### config.mk
export PLATFORM = sky130hd
export DESIGN_NAME = control_unit_param
export DESIGN_NICKNAME = d
export VERILOG_FILES = /design/src/rtl/cu_pkg.sv /design/src/rtl/cu_regfile.sv /design/src/rtl/control_unit_param.sv
export SDC_FILE = /design/constraint.sdc
export NUM_CORES = 1
export LEC_CHECK = 0
export CORE_MARGIN = 2
export CORE_UTILIZATION = 45
export DETAILED_ROUTE_END_ITERATION = 6
export PLACE_DENSITY_LB_ADDON = 0.05
export REMOVE_ABC_BUFFERS = 1
export SETUP_SLACK_MARGIN = 0.1
export SYNTH_ARGS = -nofsm -noshare
export SYNTH_HDL_FRONTEND = slang
export SYNTH_SLANG_ARGS = --single-unit
### constraint.sdc
create_clock -name clk -period 4.2 [get_ports clk]
set_input_delay 0.84 -clock clk [delete_from_list [all_inputs] [get_ports clk]]
set_output_delay 0.84 -clock clk [all_outputs]
set_load 0.1 [all_outputs]
### src/rtl/cu_pkg.sv
// Shared definitions for the control unit: opcodes, FSM state encoding and
// the bit positions of the instruction fields.
package cu_pkg;

    // FSM state encoding; the fourth code is never entered and falls back to FETCH.
    typedef enum logic [1:0] {
        ST_FETCH    = 2'd0,
        ST_EXEC     = 2'd1,
        ST_MEM_WAIT = 2'd2,
        ST_ILLEGAL  = 2'd3
    } cu_state_e;

    // Opcodes. Any opcode with bit 3 set is an ALU operation.
    localparam logic [3:0] OP_NOP   = 4'd0;
    localparam logic [3:0] OP_LOAD  = 4'd1;
    localparam logic [3:0] OP_STORE = 4'd2;
    localparam logic [3:0] OP_JMP   = 4'd3;
    localparam logic [3:0] OP_BEQ   = 4'd4;
    localparam logic [3:0] OP_BC    = 4'd5;
    localparam logic [3:0] OP_IN    = 4'd6;
    localparam logic [3:0] OP_OUT   = 4'd7;

    // Instruction field slices: {opcode, dst, a, b}.
    localparam int OPC_MSB    = 15;
    localparam int OPC_LSB    = 12;
    localparam int DST_MSB    = 11;
    localparam int DST_LSB    = 8;
    localparam int FA_MSB     = 7;
    localparam int FA_LSB     = 4;
    localparam int FB_MSB     = 3;
    localparam int FB_LSB     = 0;
    localparam int ALU_OP_MSB = 14;
    localparam int ALU_OP_LSB = 12;

    function automatic logic is_alu_op(input logic [3:0] op);
        return op[3];
    endfunction

endpackage

### src/rtl/cu_regfile.sv
// 16-entry register file: two combinational read ports, one synchronous
// write port and a synchronous clear that overrides the write.
module cu_regfile #(
    parameter int DATA_W = 8
) (
    input  logic              clk,
    input  logic              clr_i,
    input  logic              we_i,
    input  logic [3:0]        waddr_i,
    input  logic [DATA_W-1:0] wdata_i,
    input  logic [3:0]        raddr0_i,
    output logic [DATA_W-1:0] rdata0_o,
    input  logic [3:0]        raddr1_i,
    output logic [DATA_W-1:0] rdata1_o
);

    logic [DATA_W-1:0] regs_q [16];

    // Clear all registers or perform the single write.
    always_ff @(posedge clk) begin
        if (clr_i) begin
            for (int i = 0; i < 16; i++) begin
                regs_q[i] <= '0;
            end
        end else if (we_i) begin
            regs_q[waddr_i] <= wdata_i;
        end
    end

    assign rdata0_o = regs_q[raddr0_i];
    assign rdata1_o = regs_q[raddr1_i];

endmodule

### src/rtl/control_unit_param.sv
// Multi-cycle control unit: FETCH latches an instruction and its operands,
// EXEC drives memory / PC / GPIO side effects for one cycle.
// Optional feature macro CU_MEM_WAIT_EN: LOAD/STORE stall in MEM_WAIT until
// sram_ready; when undefined, sram_ready is ignored.
module control_unit_param
    import cu_pkg::*;
#(
    parameter int DATA_W    = 8,
    parameter int PC_W      = 12,
    parameter int NUM_PORTS = 2
) (
    input  logic                        clk,
    input  logic                        rst,
    input  logic [15:0]                 instruction,
    input  logic                        instr_valid,
    input  logic [DATA_W-1:0]           sram_read_data,
    input  logic                        sram_ready,
    input  logic [DATA_W-1:0]           alu_result,
    input  logic                        equal,
    input  logic                        carry_out,
    input  logic [DATA_W-1:0]           in_gpio,
    input  logic                        bootstrapping,
    output logic [2:0]                  alu_opcode,
    output logic [DATA_W-1:0]           alu_a,
    output logic [DATA_W-1:0]           alu_b,
    output logic                        sram_rd_en,
    output logic                        sram_write_en,
    output logic [7:0]                  sram_addr,
    output logic [DATA_W-1:0]           sram_write_data,
    output logic                        pc_load,
    output logic [PC_W-1:0]             pc_next,
    output logic                        pc_inc,
    output logic [NUM_PORTS*DATA_W-1:0] out_gpio,
    output logic [NUM_PORTS-1:0]        out_strobe,
    output logic [1:0]                  state
);

    cu_state_e                   state_q;
    logic [3:0]                  op_q, dst_q, a_q, b_q;
    logic [2:0]                  alu_opcode_q;
    logic [DATA_W-1:0]           alu_a_q, alu_b_q;
    logic                        zf_q, cf_q;
    logic [NUM_PORTS*DATA_W-1:0] out_gpio_q;
    logic [NUM_PORTS-1:0]        out_strobe_q;

    logic [3:0]        rd_addr0;
    logic [DATA_W-1:0] rd_data0, rd_data1;
    logic              rf_we;
    logic [DATA_W-1:0] rf_wdata;
    logic              acc_done;
    logic              mem_op;
    logic              in_access;
    logic              finish_exec;
    logic [3:0]        port_sel;
    logic [PC_W-1:0]   pc_target;
    logic [DATA_W-1:0] imm_ext;

`ifdef CU_MEM_WAIT_EN
    assign acc_done = sram_ready;
`else
    logic unused_sram_ready;
    assign unused_sram_ready = sram_ready;
    assign acc_done          = 1'b1;
`endif

    // During FETCH port 0 reads operand a of the incoming word; later it reads dst.
    assign rd_addr0 = (state_q == ST_FETCH) ? instruction[FA_MSB:FA_LSB] : dst_q;

    cu_regfile #(.DATA_W(DATA_W)) u_regfile (
        .clk      (clk),
        .clr_i    (rst),
        .we_i     (rf_we),
        .waddr_i  (dst_q),
        .wdata_i  (rf_wdata),
        .raddr0_i (rd_addr0),
        .rdata0_o (rd_data0),
        .raddr1_i (instruction[FB_MSB:FB_LSB]),
        .rdata1_o (rd_data1)
    );

    assign mem_op    = (op_q == OP_LOAD) || (op_q == OP_STORE);
    assign in_access = (state_q == ST_EXEC) || (state_q == ST_MEM_WAIT);
    assign port_sel  = b_q & 4'(NUM_PORTS - 1);

    // The instruction retires when EXEC needs no wait, or when the wait ends.
    assign finish_exec = ((state_q == ST_EXEC) && (!mem_op || acc_done)) ||
                         ((state_q == ST_MEM_WAIT) && acc_done);

    // Zero-extended jump target and IN immediate.
    always_comb begin
        pc_target       = '0;
        pc_target[11:0] = {dst_q, a_q, b_q};
        imm_ext         = '0;
        imm_ext[7:0]    = {a_q, b_q};
    end

    // Register-file write selection for LOAD, IN and ALU results.
    always_comb begin
        rf_we    = 1'b0;
        rf_wdata = alu_result;
        if (finish_exec) begin
            if (op_q == OP_LOAD) begin
                rf_we    = 1'b1;
                rf_wdata = sram_read_data;
            end else if (op_q == OP_IN) begin
                rf_we    = 1'b1;
                rf_wdata = bootstrapping ? imm_ext : in_gpio;
            end else if (is_alu_op(op_q)) begin
                rf_we    = 1'b1;
                rf_wdata = alu_result;
            end
        end
    end

    // Combinational EXEC outputs; enables are dropped while reset is asserted
    // so an access in flight is abandoned without a write.
    always_comb begin
        pc_inc          = (state_q == ST_FETCH) && instr_valid;
        pc_load         = 1'b0;
        pc_next         = '0;
        sram_rd_en      = 1'b0;
        sram_write_en   = 1'b0;
        sram_addr       = '0;
        sram_write_data = '0;
        if (in_access) begin
            sram_addr = {a_q, b_q};
            if (op_q == OP_LOAD) begin
                sram_rd_en = !rst;
            end
            if (op_q == OP_STORE) begin
                sram_write_en   = !rst;
                sram_write_data = rd_data0;
            end
        end
        if (state_q == ST_EXEC) begin
            case (op_q)
                OP_JMP:  pc_load = 1'b1;
                OP_BEQ:  pc_load = zf_q;
                OP_BC:   pc_load = cf_q;
                default: pc_load = 1'b0;
            endcase
            if (pc_load) begin
                pc_next = pc_target;
            end
        end
    end

    // Main FSM with registered operands, flags and GPIO outputs.
    always_ff @(posedge clk) begin
        if (rst) begin
            state_q      <= ST_FETCH;
            op_q         <= '0;
            dst_q        <= '0;
            a_q          <= '0;
            b_q          <= '0;
            alu_opcode_q <= '0;
            alu_a_q      <= '0;
            alu_b_q      <= '0;
            zf_q         <= 1'b0;
            cf_q         <= 1'b0;
            out_gpio_q   <= '0;
            out_strobe_q <= '0;
        end else begin
            out_strobe_q <= '0;
            case (state_q)
                ST_FETCH: begin
                    if (instr_valid) begin
                        op_q         <= instruction[OPC_MSB:OPC_LSB];
                        dst_q        <= instruction[DST_MSB:DST_LSB];
                        a_q          <= instruction[FA_MSB:FA_LSB];
                        b_q          <= instruction[FB_MSB:FB_LSB];
                        alu_opcode_q <= instruction[ALU_OP_MSB:ALU_OP_LSB];
                        alu_a_q      <= rd_data0;
                        alu_b_q      <= rd_data1;
                        state_q      <= ST_EXEC;
                    end
                end
                ST_EXEC: begin
                    if (mem_op && !acc_done) begin
                        state_q <= ST_MEM_WAIT;
                    end else begin
                        if (is_alu_op(op_q)) begin
                            zf_q <= equal;
                            cf_q <= carry_out;
                        end
                        if (op_q == OP_OUT) begin
                            for (int k = 0; k < NUM_PORTS; k++) begin
                                if (4'(k) == port_sel) begin
                                    out_gpio_q[k*DATA_W +: DATA_W] <= rd_data0;
                                    out_strobe_q[k]                <= 1'b1;
                                end
                            end
                        end
                        state_q <= ST_FETCH;
                    end
                end
                ST_MEM_WAIT: begin
                    if (acc_done) begin
                        state_q <= ST_FETCH;
                    end
                end
                default: state_q <= ST_FETCH;
            endcase
        end
    end

    assign alu_opcode = alu_opcode_q;
    assign alu_a      = alu_a_q;
    assign alu_b      = alu_b_q;
    assign out_gpio   = out_gpio_q;
    assign out_strobe = out_strobe_q;
    assign state      = state_q;

endmodule
**Yosys cells after proc, flatten, opt, wreduce, memory -nomap -nowiden**

Memories as Yosys holds them, arrays and structs flattened. A register that Yosys moved wholly into a read port is not among the register bits.
Index checks and enable logic that the tools add are counted.

- Add/sub/neg operators: 0
- $mul: 0
- Div/mod/pow operators: 0
- Magnitude comparators: 0
- Eq/ne operators: 7
- Shift operators: 0
- Muxes and demuxes: 31
- Bitwise operators: 3
- Reductions and logical operators: 11

Operators by type and width:

| kind | number |
|---|---|
| $mux 8 | 8 |
| $mux 12 | 2 |
| $mux 1 | 18 |
| $eq 4x3->1 const B | 4 |
| $eq 4x2->1 const B | 2 |
| $mux 4 | 2 |
| $reduce_or 8->1 | 1 |
| $reduce_and 3->1 | 2 |
| $eq 4x1->1 const B | 1 |
| $logic_not 4->1 | 1 |
| $reduce_and 2->1 | 2 |
| $not 1->1 | 3 |
| $pmux 1 s3 | 1 |
| $reduce_or 3->1 | 1 |
| $logic_not 2->1 | 1 |
| $reduce_or 2->1 | 1 |
| $logic_and 1x1->1 | 1 |
| $logic_not 1->1 | 1 |

- Register bits: 48
- Bits in latches: 0
- Bits in writable memories: 128
- Bits in read-only memories: 0
- Bits of input ports: 47
- Output and inout bits: 71
- Logic and storage cells: 65
- Memories: 1

Memory list:

| name | words | bits a word | rd ports | clocked after memory_dff | write ports | RTL line | text |
|---|---|---|---|---|---|---|---|
| u_regfile.regs_q | 16 | 8 | 2 | 1 | 16 | cu_regfile.sv:17 | `logic [DATA_W-1:0] regs_q [16];` |

**Longest topological paths before layout**

Gate-level depths: netlist (run 1).

- Depth after elaboration: 9
- Gate-level depth with buffers: 8
- Depth with buffers taken out: 5

**Hierarchy**

A second synthesis (run 1) with hierarchy kept.

- Cell total of the unflattened synthesis: 772
- Area total of the unflattened synthesis: 9469.1 um2

By module, submodules not included:

| module | times used | cells an instance | area each (um2) |
|---|---|---|---|
| cu_regfile | 1 | 445 | 6802.8 |
| control_unit_param | 1 | 327 | 2666.3 |

**Worst setup path before layout (run 1)**

No wires, ideal clock.

- Path kind: input -> output
- Start point: input rst
- End point: output sram_rd_en
- Arrival: 3.262 ns
- Required time: 3.360 ns
- Path slack: 0.098 ns
- Stages: 2
- Path buffers: 1
- Cell sequence: clkbuf_1 > nor3b_1

- Word-level cells in the longest chain between the ends: 3

RTL lines:

| what | RTL line | text |
|---|---|---|
| start, declared | control_unit_param.sv:13 | `input logic rst,` |
| $logic_not 1->1 | control_unit_param.sv:128 | `sram_rd_en = !rst;` |
| $mux 1 | control_unit_param.sv:127 | `if (op_q == OP_LOAD) begin` |
| $mux 1 | control_unit_param.sv:125 | `if (in_access) begin` |
| end, declared | control_unit_param.sv:26 | `output logic sram_rd_en,` |

No other way between the ends.

**Worst setup path in the final report (run 1)**

- Start point: input instruction[5]
- End point: output sram_write_data[3]

- Word-level cells in the longest chain between the ends: 4

RTL lines:

| what | RTL line | text |
|---|---|---|
| start, declared | control_unit_param.sv:14 | `input logic [15:0] instruction,` |
| $mux 4 | control_unit_param.sv:67 | `assign rd_addr0 = (state_q == ST_FETCH) ? instruction[FA_MSB:FA_LSB] : dst_q;` |
| $mem_v2 16x8 | - |  |
| $mux 8 | control_unit_param.sv:130 | `if (op_q == OP_STORE) begin` |
| $mux 8 | control_unit_param.sv:125 |  |
| end, declared | control_unit_param.sv:29 | `output logic [DATA_W-1:0] sram_write_data,` |

No other way between the ends.

==> flow_summary.toml, run 1 <==
[status]
status = "completed"

[floorplanning]
fp.dieW_um = 146
start_util_pct = 45.4
rows = 52
core-area_um2 = 20100
ioPinCount = 118
die_h_um = 146
dieArea_um2 = 21400

[yosys]
yosysSeqAreaShare_pct = 53.7
synth-simple-area-share_pct = 15.4
yosysWarnings = 0
yosys.area_share.xor_xnor_pct = 0
synth_area_per_cell_um2 = 11.6
muxShareOfSynthArea_pct = 18.2
synth_compound_area_share_pct = 8.63
synth_edf_count = 128
ys_seq_elements = 181
ys_types = 39
synth-main-ff-cell = "edfxtp_1"
syn_inst = 788
synth_top_family_by_area = "multiplexers"
synth-adder-area-share_pct = 0
synth_area_um2 = 9130
async_reset_ff_share_pct = 0

[sta]
rsz0062_at_grt = "false"
timing.fmax_mhz = 249
slew_violations = 0
hold_viol = 0
skew_ns = 0.0143
slew_headroom_pct = 30.7
post-route-min-period_ns = 4.02
fin_crit_sh_pct = 95.6
setup_viol = 0
worst_pin_slew_ns = 1.04

[cts]
cts_buffer_depth = 2
clockRootBuffer = "clkbuf_16"
cts.htree.levels = 4
path_clk_slew_ns = 0.07
cts.sinks = 181
postCtsHoldBufs = 0
numCtsBuffers = 17
cts_tree = "yes"
worstSkewPairLatency_ns = 0.43

[worst_hold_path]
hold_class = "flop to flop"
min_from = "alu_b[6]$_SDFFE_PP0P_"

[setup_path]
endpoint_kind = "output pin"
critPathBufInv = 4
crit_fanout = 8
critPathRequiredTime_ns = 3.36
startpoint = "instruction[5]"
cpMostUsedCell = "buf_4"
cpPeakStageDelay_ns = 0.46
critical_path_arrival_ns = 3.18
crit_path_start_kind = "primary input"
worst-setup-path-type = "primary input to output pin"
crit_slowest_cell = "clkdlybuf4s50_1"
worstPathCellList = "clkdlybuf4s50_1 > mux2i_1 > o21ai_1 > buf_4 > o22ai_1 > nor4_1 > buf_4 > nor2_1 > buf_12"
rr_startpoint = "state[0]$_SDFFE_PP0P_"
crit_family = "buffers and inverters"

[detailed_routing]
ant_nets = 0
num_vias = 6619
routed_wirelength_mm = 25.5
first_iter_violations = 513
routedWlPerCell_um = 21.9
routed_via_density = 5.68
drt_pre_antenna_iters = 5
drc = 0

[run]
drv_cap = 0

[global_routing]
grt_pass1_vias = 6434
track_usage_pct = 24.1
globalRouteOverflowTotal = 0
antenna_found_initial = 0
grt_max_degree = 48
grt_pass1_wl_mm = 39.0

[cells_and_area]
layout-drive-gt1-share_pct = 20.8
final_common_cell = "edfxtp_1"
antenna_cells = 0
final_cell_mix = "128 x edfxtp_1, 127 x nor2_1, 88 x nand2_1"
fin_nets = 930
layout.cells.non_filler = 1166
synthToLayoutAreaGrowth_pct = 22.0

[pwr]
p_comb_share_pct = 14.9
swShare_pct = 27.0
power_density_nw_per_um2 = 388
power.clock.fraction_pct = 38.2
p_total_w = 0.00433
peakVddDrop_mv = 0.280
power_frac_seq_pct = 46.9
p_sw_w = 0.00117
cellLeakagePower_nw = 4.06
intPower_w = 0.00316

[place]
placedCellCount = 1134
io_buffer_count = 115
dpl.hpwl_mm = 18.8
gp_congestion = 0.859
-- power by group through the flow --
stage / clock network (W) / registers (W) / logic [W]
2_1_floorplan: 0 / 0.00214 / 0.000311
3_3_place_gp: 0 / 0.00206 / 0.000637
3_5_place_dp: 0 / 0.00206 / 0.000642
4_1_cts: 0.00168 / 0.00203 / 0.000644
5_1_grt: 0.00175 / 0.00203 / 0.000680
6_report: 0.00165 / 0.00203 / 0.000645
-- state kept, by name (all words and copies together) (netlist names) --
register	flops
u_regfile.regs_q	128
out_gpio	16
alu_a	8
alu_b	8
a_q	4
b_q	4
dst_q	4
op_q	4
out_strobe	2
cf_q	1
state	1
zf_q	1
-- repair_timing --
action / 4_1_cts / 5_1_grt
resized for setup: 1 / 5
setup buffers: 0 / 0
pin swaps: 0 / 0
endpoints found under the setup margin: 1 / 6
-- cell usage after synthesis (2+ instances only) --
| cell | count | area share (%) |
|---|---|---|
| edfxtp_1 | 128 | 42 |
| nor2_1 | 127 | 5.2 |
| nand2_1 | 88 | 3.6 |
| mux2i_1 | 66 | 7.2 |
| dfxtp_1 | 53 | 12 |
| mux4_2 | 40 | 9.9 |
| o22ai_1 | 40 | 2.7 |
| a21oi_1 | 35 | 1.9 |
| nor2_2 | 32 | 2.2 |
| clkbuf_1 | 28 | 1.2 |
| and2_1 | 19 | 1.3 |
| a211oi_1 | 16 | 1.3 |
| buf_4 | 11 | 0.90 |
| buf_6 | 9 | 1.1 |
| mux2_2 | 9 | 1.1 |
| o21ai_0 | 9 | 0.49 |
| buf_2 | 8 | 0.44 |
| nor4_1 | 8 | 0.55 |
| o21ai_1 | 8 | 0.44 |
| o21ai_4 | 8 | 1.4 |
| nand3_1 | 7 | 0.38 |
| nor3b_1 | 7 | 0.58 |
| nor3_1 | 5 | 0.27 |
| and3b_1 | 4 | 0.38 |
| buf_1 | 4 | 0.16 |
| inv_1 | 4 | 0.16 |
| nand2b_1 | 2 | 0.14 |
| nor2b_1 | 2 | 0.14 |
-- stage by stage --
step / setup slack (ns) / util [%] / cell area [um^2] / setup TNS, ns / hold slack [ns]
2_1_floorplan: -4.88 / - / 8780 / -128.77 / 0.425
5_1_grt: 0.0888 / 55.4 / 11100 / 0 / 0.474
6_report: 0.184 / 55.4 / 11100 / 0 / 0.457
3_5_place_dp: 0.125 / 52.2 / 10500 / 0 / 0.445
3_3_place_gp: 0.138 / 52.2 / 10500 / 0 / 0.448
4_1_cts: 0.116 / 55.3 / 11100 / 0 / 0.455
-- cell families after synthesis --
logic type             count (synthesis)
and+or+nand+nor                      308
muxes                                115
AOI/OAI and AO/OA                    118
other                                  1
buffers and inverters                 65
DFF                                  181
-- per-layer routing --
metal	global-route usage (%)	vias up	part of all wire, %	routed length [um]
met5	0	-	0	0
met4	7.67	0	1.9	495
met3	4.06	18	6.3	1610
met2	39.2	267	48	12300
met1	33.4	3262	44	11100
li1	-	3072	-	-
-- worst reg2reg max path, stage by stage (launching register included) --
cell and delay, ns:
dfxtp_2 0.61, buf_4 0.28, o311ai_1 0.26, nor3b_1 0.63, nand3_1 0.59, nand2_1 0.55
-- worst paths after layout --
kind                                                         endpoint  slack [ns]  cells after the start
worst min register to register                  alu_b[6]$_SDFFE_PP0P_        0.46                      2
worst max register to register  u_regfile.regs_q[14][6]$_SDFFCE_PN0P_        0.95                      5
worst max-delay path                               sram_write_data[3]        0.18                      9
worst min-delay path                            alu_b[6]$_SDFFE_PP0P_        0.46                      2
-- final cells by class --
type / count / area (um^2)
fill: 1725 / 8960
tap: 270 / 338
multi-input combinational: 542 / 3890
clock buffer: 24 / 557
clock inverter: 8 / 71.3
timing repair buffer: 137 / 1360
inverter: 4 / 15.0
sequential: 181 / 4910
No activity file was read; power rests on OpenSTA's default activity.
==> run 2, diff against run 1 <==
CORE_ASPECT_RATIO = 0.75   (was not set)
clock period = 4.9 ns   (was 4.2 ns; I/O delays follow)
==> run 2 against run 1 <==
Clock skew is 0.0010 ns lower. Die area hardly changed. Combinational power is 12% lower. Worst hold slack better by 0.00051 ns. Power is 15% lower. Wire length is 5.9% higher. Critical path type unchanged. Critical endpoint is now sram_write_data[2]. Largest cell class unchanged. Highest routed layer unchanged.
==> flow_summary.toml, run 2 (synthesis results as in run 1) <==
[sta]
hold_viol = 0
holdWs_ns = 0.457
slew_headroom_pct = 22.7
skew_ns = 0.0133
rsz0062_at_grt = "false"
post-route-min-period_ns = 4.36
worst_pin_slew_ns = 1.16
fin_crit_sh_pct = 89.1
timing.fmax_mhz = 229
setup_viol = 0
tns_ns = 0
slew_violations = 0

[global_routing]
grt_pass1_vias = 6501
globalRouteOverflowTotal = 0
grt_max_degree = 49
grt_pass1_wl_mm = 40.2
antenna_found_initial = 0
track_usage_pct = 25.8

[cts]
path_clk_slew_ns = 0.07
numCtsBuffers = 17
clockRootBuffer = "clkbuf_16"
postCtsHoldBufs = 0
cts.sinks = 181
post_cts_buffers = 0
cts_tree = "yes"
worstSkewPairLatency_ns = 0.45
cts.htree.levels = 4
cts_resized = 0
cts_buffer_depth = 2

[setup_path]
critical_path_arrival_ns = 3.38
reg2reg_depth = 5
crit_fanout = 8
rr_startpoint = "state[0]$_SDFFE_PP0P_"
endpoint_kind = "output pin"
crit_path_start_kind = "primary input"
worst-setup-path-type = "primary input to output pin"
reg2reg_slack_ns = 1.73
critPathRequiredTime_ns = 3.92
r2r_end = "u_regfile.regs_q[14][2]$_SDFFCE_PN0P_"

[cells_and_area]
largest_reg_flops = 128
final_common_cell = "edfxtp_1"
layout.cells.non_filler = 1156
largest_register = "u_regfile.regs_q"
stdcell_area_um2 = 11100
fin_nets = 932
final_cell_mix = "128 x edfxtp_1, 127 x nor2_1, 90 x clkdlybuf4s50_1"
synthToLayoutAreaGrowth_pct = 21.8
register_area_um2 = 4900
n_fill_cell = 1738
antenna_cells = 0
multi_input_area_um2 = 3870
layout-drive-gt1-share_pct = 19.3

[run]
drv_cap = 0

[floorplanning]
dieArea_um2 = 21500
start_util_pct = 45.6
fp.dieW_um = 168
ioPinCount = 118
rows = 45
core-area_um2 = 20000
die_h_um = 127

[detailed_routing]
ant_nets = 0
first_iter_violations = 447
routedWlPerCell_um = 23.4
routed_wirelength_mm = 27.0
drc = 0
routed_via_density = 5.88
drt_pre_antenna_iters = 5
num_vias = 6800

[pwr]
p_total_w = 0.00370
power_density_nw_per_um2 = 332
peakVddDrop_mv = 0.216
cellLeakagePower_nw = 4.03

[place]
dpl.hpwl_mm = 18.9
gp_congestion = 0.872
placed_area_um2 = 10500
io_buffer_count = 115
placedCellCount = 1124

[status]
status = "completed"

[worst_hold_path]
holdPathEnd = "alu_b[4]$_SDFFE_PP0P_"
hold_class = "flop to flop"
hold_depth = 2
min_from = "alu_b[4]$_SDFFE_PP0P_"
[run 2: cell count changes in the layout (fill, tap and decap cells not counted), moves of 2 or more]
| cell | delta |
|---|---|
| clkdlybuf4s50_1 | +10 |
| buf_4 | -8 |
| o21ai_1 | +5 |
| clkbuf_8 | -2 |
| o21ai_2 | -5 |
| clkbuf_16 | -4 |
| inv_8 | +2 |
| clkinv_8 | +3 |
[run 2: worst max-delay path: stages]
cell	delay, ns
clkdlybuf4s50_1	0.57
nor3_1	0.09
o21ai_1	0.54
o22ai_1	0.30
nor4_1	0.45
buf_4	0.20
nor2_1	0.06
buf_12	0.19
[run 2: worst max-delay path by stage]
stage	startpoint	to	slack [ns]	cells after the start
final	instruction[6]	sram_write_data[2]	0.54	8
after CTS	instruction[6]	sram_write_data[2]	0.46	8
after floorplan	state[0]$_SDFFE_PP0P_	sram_write_data[0]	-4.32	5
after detailed placement	instruction[6]	sram_write_data[2]	0.47	8
after global routing	instruction[6]	sram_write_data[0]	0.37	8
after global placement	instruction[7]	sram_write_data[2]	0.49	8
[run 2: stage by stage]
step	worst slack, ns	util [%]
3_5_place_dp	0.466	52.5
3_3_place_gp	0.485	52.5
2_1_floorplan	-4.32	-
6_report	0.536	55.5
4_1_cts	0.459	55.5
5_1_grt	0.366	55.5
[run 2: layout make-up]
| cell class | instances | share of cell area, % |
|---|---|---|
| inverters | 4 | 0.135 |
| clock inverters | 15 | 1.61 |
| repair buffers | 139 | 12.6 |
| flip-flops and latches | 181 | 44.1 |
| well taps | 258 | 2.90 |
| multi-input cells | 542 | 34.8 |
| clock buffers | 17 | 3.82 |
[run 2: report_power, final]
group          internal (W)  switching [W]  total (W)
combinational      0.000204       0.000362   0.000566
clock              0.000733       0.000669    0.00140
sequential          0.00169      0.0000392    0.00173
total               0.00263        0.00107    0.00370
[run 2: routing by layer]
metal  vias to the layer above  GRT usage (%)  share of wire, %
li1                       3083              -                 -
met3                        23           5.36               7.8
met1                      3420           36.2                44
met5                         -              0                 0
met2                       274           41.9                47
met4                         0           5.27               1.2
==> run 3, diff against run 2 <==
MAX_ROUTING_LAYER = met4   (was not set)
==> run 3 against run 2 <==
Sequential power about the same. Setup slack worse by 0.00099 ns. Power about the same.
==> flow_summary.toml, run 3 (synthesis results as in run 1) <==
[cells_and_area]
register_area_um2 = 4900
antenna_cells = 0
largest_reg_flops = 128
final_cell_mix = "128 x edfxtp_1, 127 x nor2_1, 90 x clkdlybuf4s50_1"
largest_register = "u_regfile.regs_q"
final_common_cell = "edfxtp_1"
multi_input_area_um2 = 3870
fin_nets = 932
layout-drive-gt1-share_pct = 19.3
n_fill_cell = 1738
synthToLayoutAreaGrowth_pct = 21.8

[detailed_routing]
wl_met3_mm = 1.97
routed_wirelength_mm = 27.0
top_layer = "met4"
routedWlPerCell_um = 23.4
num_vias = 6767
wl_met1_mm = 11.9
first_iter_violations = 489
drc = 0
met2_wirelength_mm = 12.8
routed_via_density = 5.85
ant_nets = 0
drt_pre_antenna_iters = 5

[sta]
fin_crit_sh_pct = 89.1
timing.fmax_mhz = 229
hold_viol = 0
post-route-min-period_ns = 4.36
rsz0062_at_grt = "false"
slew_violations = 0
setup_viol = 0
worst_pin_slew_ns = 1.15
skew_ns = 0.0142
tns_ns = 0
holdWs_ns = 0.456
slew_headroom_pct = 23.3

[cts]
cts_resized = 0
numCtsBuffers = 17
cts.sinks = 181
post_cts_buffers = 0
cts_tree = "yes"
path_clk_slew_ns = 0.07
cts_buffer_depth = 2
cts.htree.levels = 4
clockRootBuffer = "clkbuf_16"
postCtsHoldBufs = 0
worstSkewPairLatency_ns = 0.44

[run]
drv_cap = 0

[floorplanning]
rows = 45
start_util_pct = 45.6
fp.dieW_um = 168
ioPinCount = 118
core-area_um2 = 20000
dieArea_um2 = 21500
die_h_um = 127

[global_routing]
antenna_found_initial = 0
grt_max_degree = 49
grt_pass1_wl_mm = 40.2
globalRouteOverflowTotal = 0
grt_pass1_vias = 6486
track_usage_pct = 26.6

[setup_path]
cpPeakStageDelay_ns = 0.57
critPathRequiredTime_ns = 3.92
rr_startpoint = "state[0]$_SDFFE_PP0P_"
crit_fanout = 8
startpoint = "instruction[6]"
crit_slowest_cell = "clkdlybuf4s50_1"
worst-setup-path-type = "primary input to output pin"
crit_path_start_kind = "primary input"
worstPathCellList = "clkdlybuf4s50_1 > nor3_1 > o21ai_1 > o22ai_1 > nor4_1 > buf_4 > nor2_1 > buf_12"
endpoint_kind = "output pin"
critical_path_arrival_ns = 3.38

[place]
gp_congestion = 0.887
dpl.hpwl_mm = 18.9
io_buffer_count = 115

[status]
status = "completed"

[worst_hold_path]
min_from = "alu_b[4]$_SDFFE_PP0P_"
hold_class = "flop to flop"

[pwr]
cellLeakagePower_nw = 4.03
power_density_nw_per_um2 = 332
peakVddDrop_mv = 0.215
==> run 3: cell counts in the layout (fill, tap and decap cells not counted) <==
Identical to the previous run, type by type.
==> run 3: where the power goes <==
part | total (W) | internal, W | switching (W)
sequential | 0.00173 | 0.00169 | 0.0000394
combinational | 0.000565 | 0.000204 | 0.000361
clock | 0.00140 | 0.000734 | 0.000671
total | 0.00370 | 0.00263 | 0.00107
==> run 3: final timing paths <==
kind                                                               to  slack (ns)  depth (start not counted)
worst max-delay path                               sram_write_data[2]        0.54                          8
worst min-delay path                            alu_b[4]$_SDFFE_PP0P_        0.46                          2
worst max register to register  u_regfile.regs_q[14][2]$_SDFFCE_PN0P_        1.74                          5
worst min register to register                  alu_b[4]$_SDFFE_PP0P_        0.46                          2
==> run 3: through the flow <==
stage	std cells	power [W]	area (um^2)	utilization [%]	setup slack (ns)
2_1_floorplan	727	0.00211	8780	-	-4.32
3_3_place_gp	1124	0.00232	10500	52.5	0.485
3_5_place_dp	1124	0.00233	10500	52.5	0.466
4_1_cts	1156	0.00371	11100	55.5	0.459
5_1_grt	1156	0.00381	11100	55.5	0.372
6_report	1156	0.00370	11100	55.5	0.535
==> run 3: final cells by class <==
| cell class | instances | area share (%) |
|---|---|---|
| clock buffer | 17 | 3.82 |
| sequential | 181 | 44.1 |
| inverter | 4 | 0.135 |
| multi-input combinational | 542 | 34.8 |
| tap | 258 | 2.90 |
| timing repair buffer | 139 | 12.6 |
| clock inverter | 15 | 1.61 |
==> run 3: routing by layer <==
metal  vias to the layer above  track usage (%)
met3                        22             4.99
li1                       3086                -
met4                         0             6.14
met1                      3398             36.4
met5                         -                -
met2                       261             41.7
==> run 3: critical path, delay by kind of cell <==
family / cells / cell delay (ns)
buffers and inverters: 3 / 0.96
and+or+nand+nor: 3 / 0.59
AOI/OAI and AO/OA: 2 / 0.85
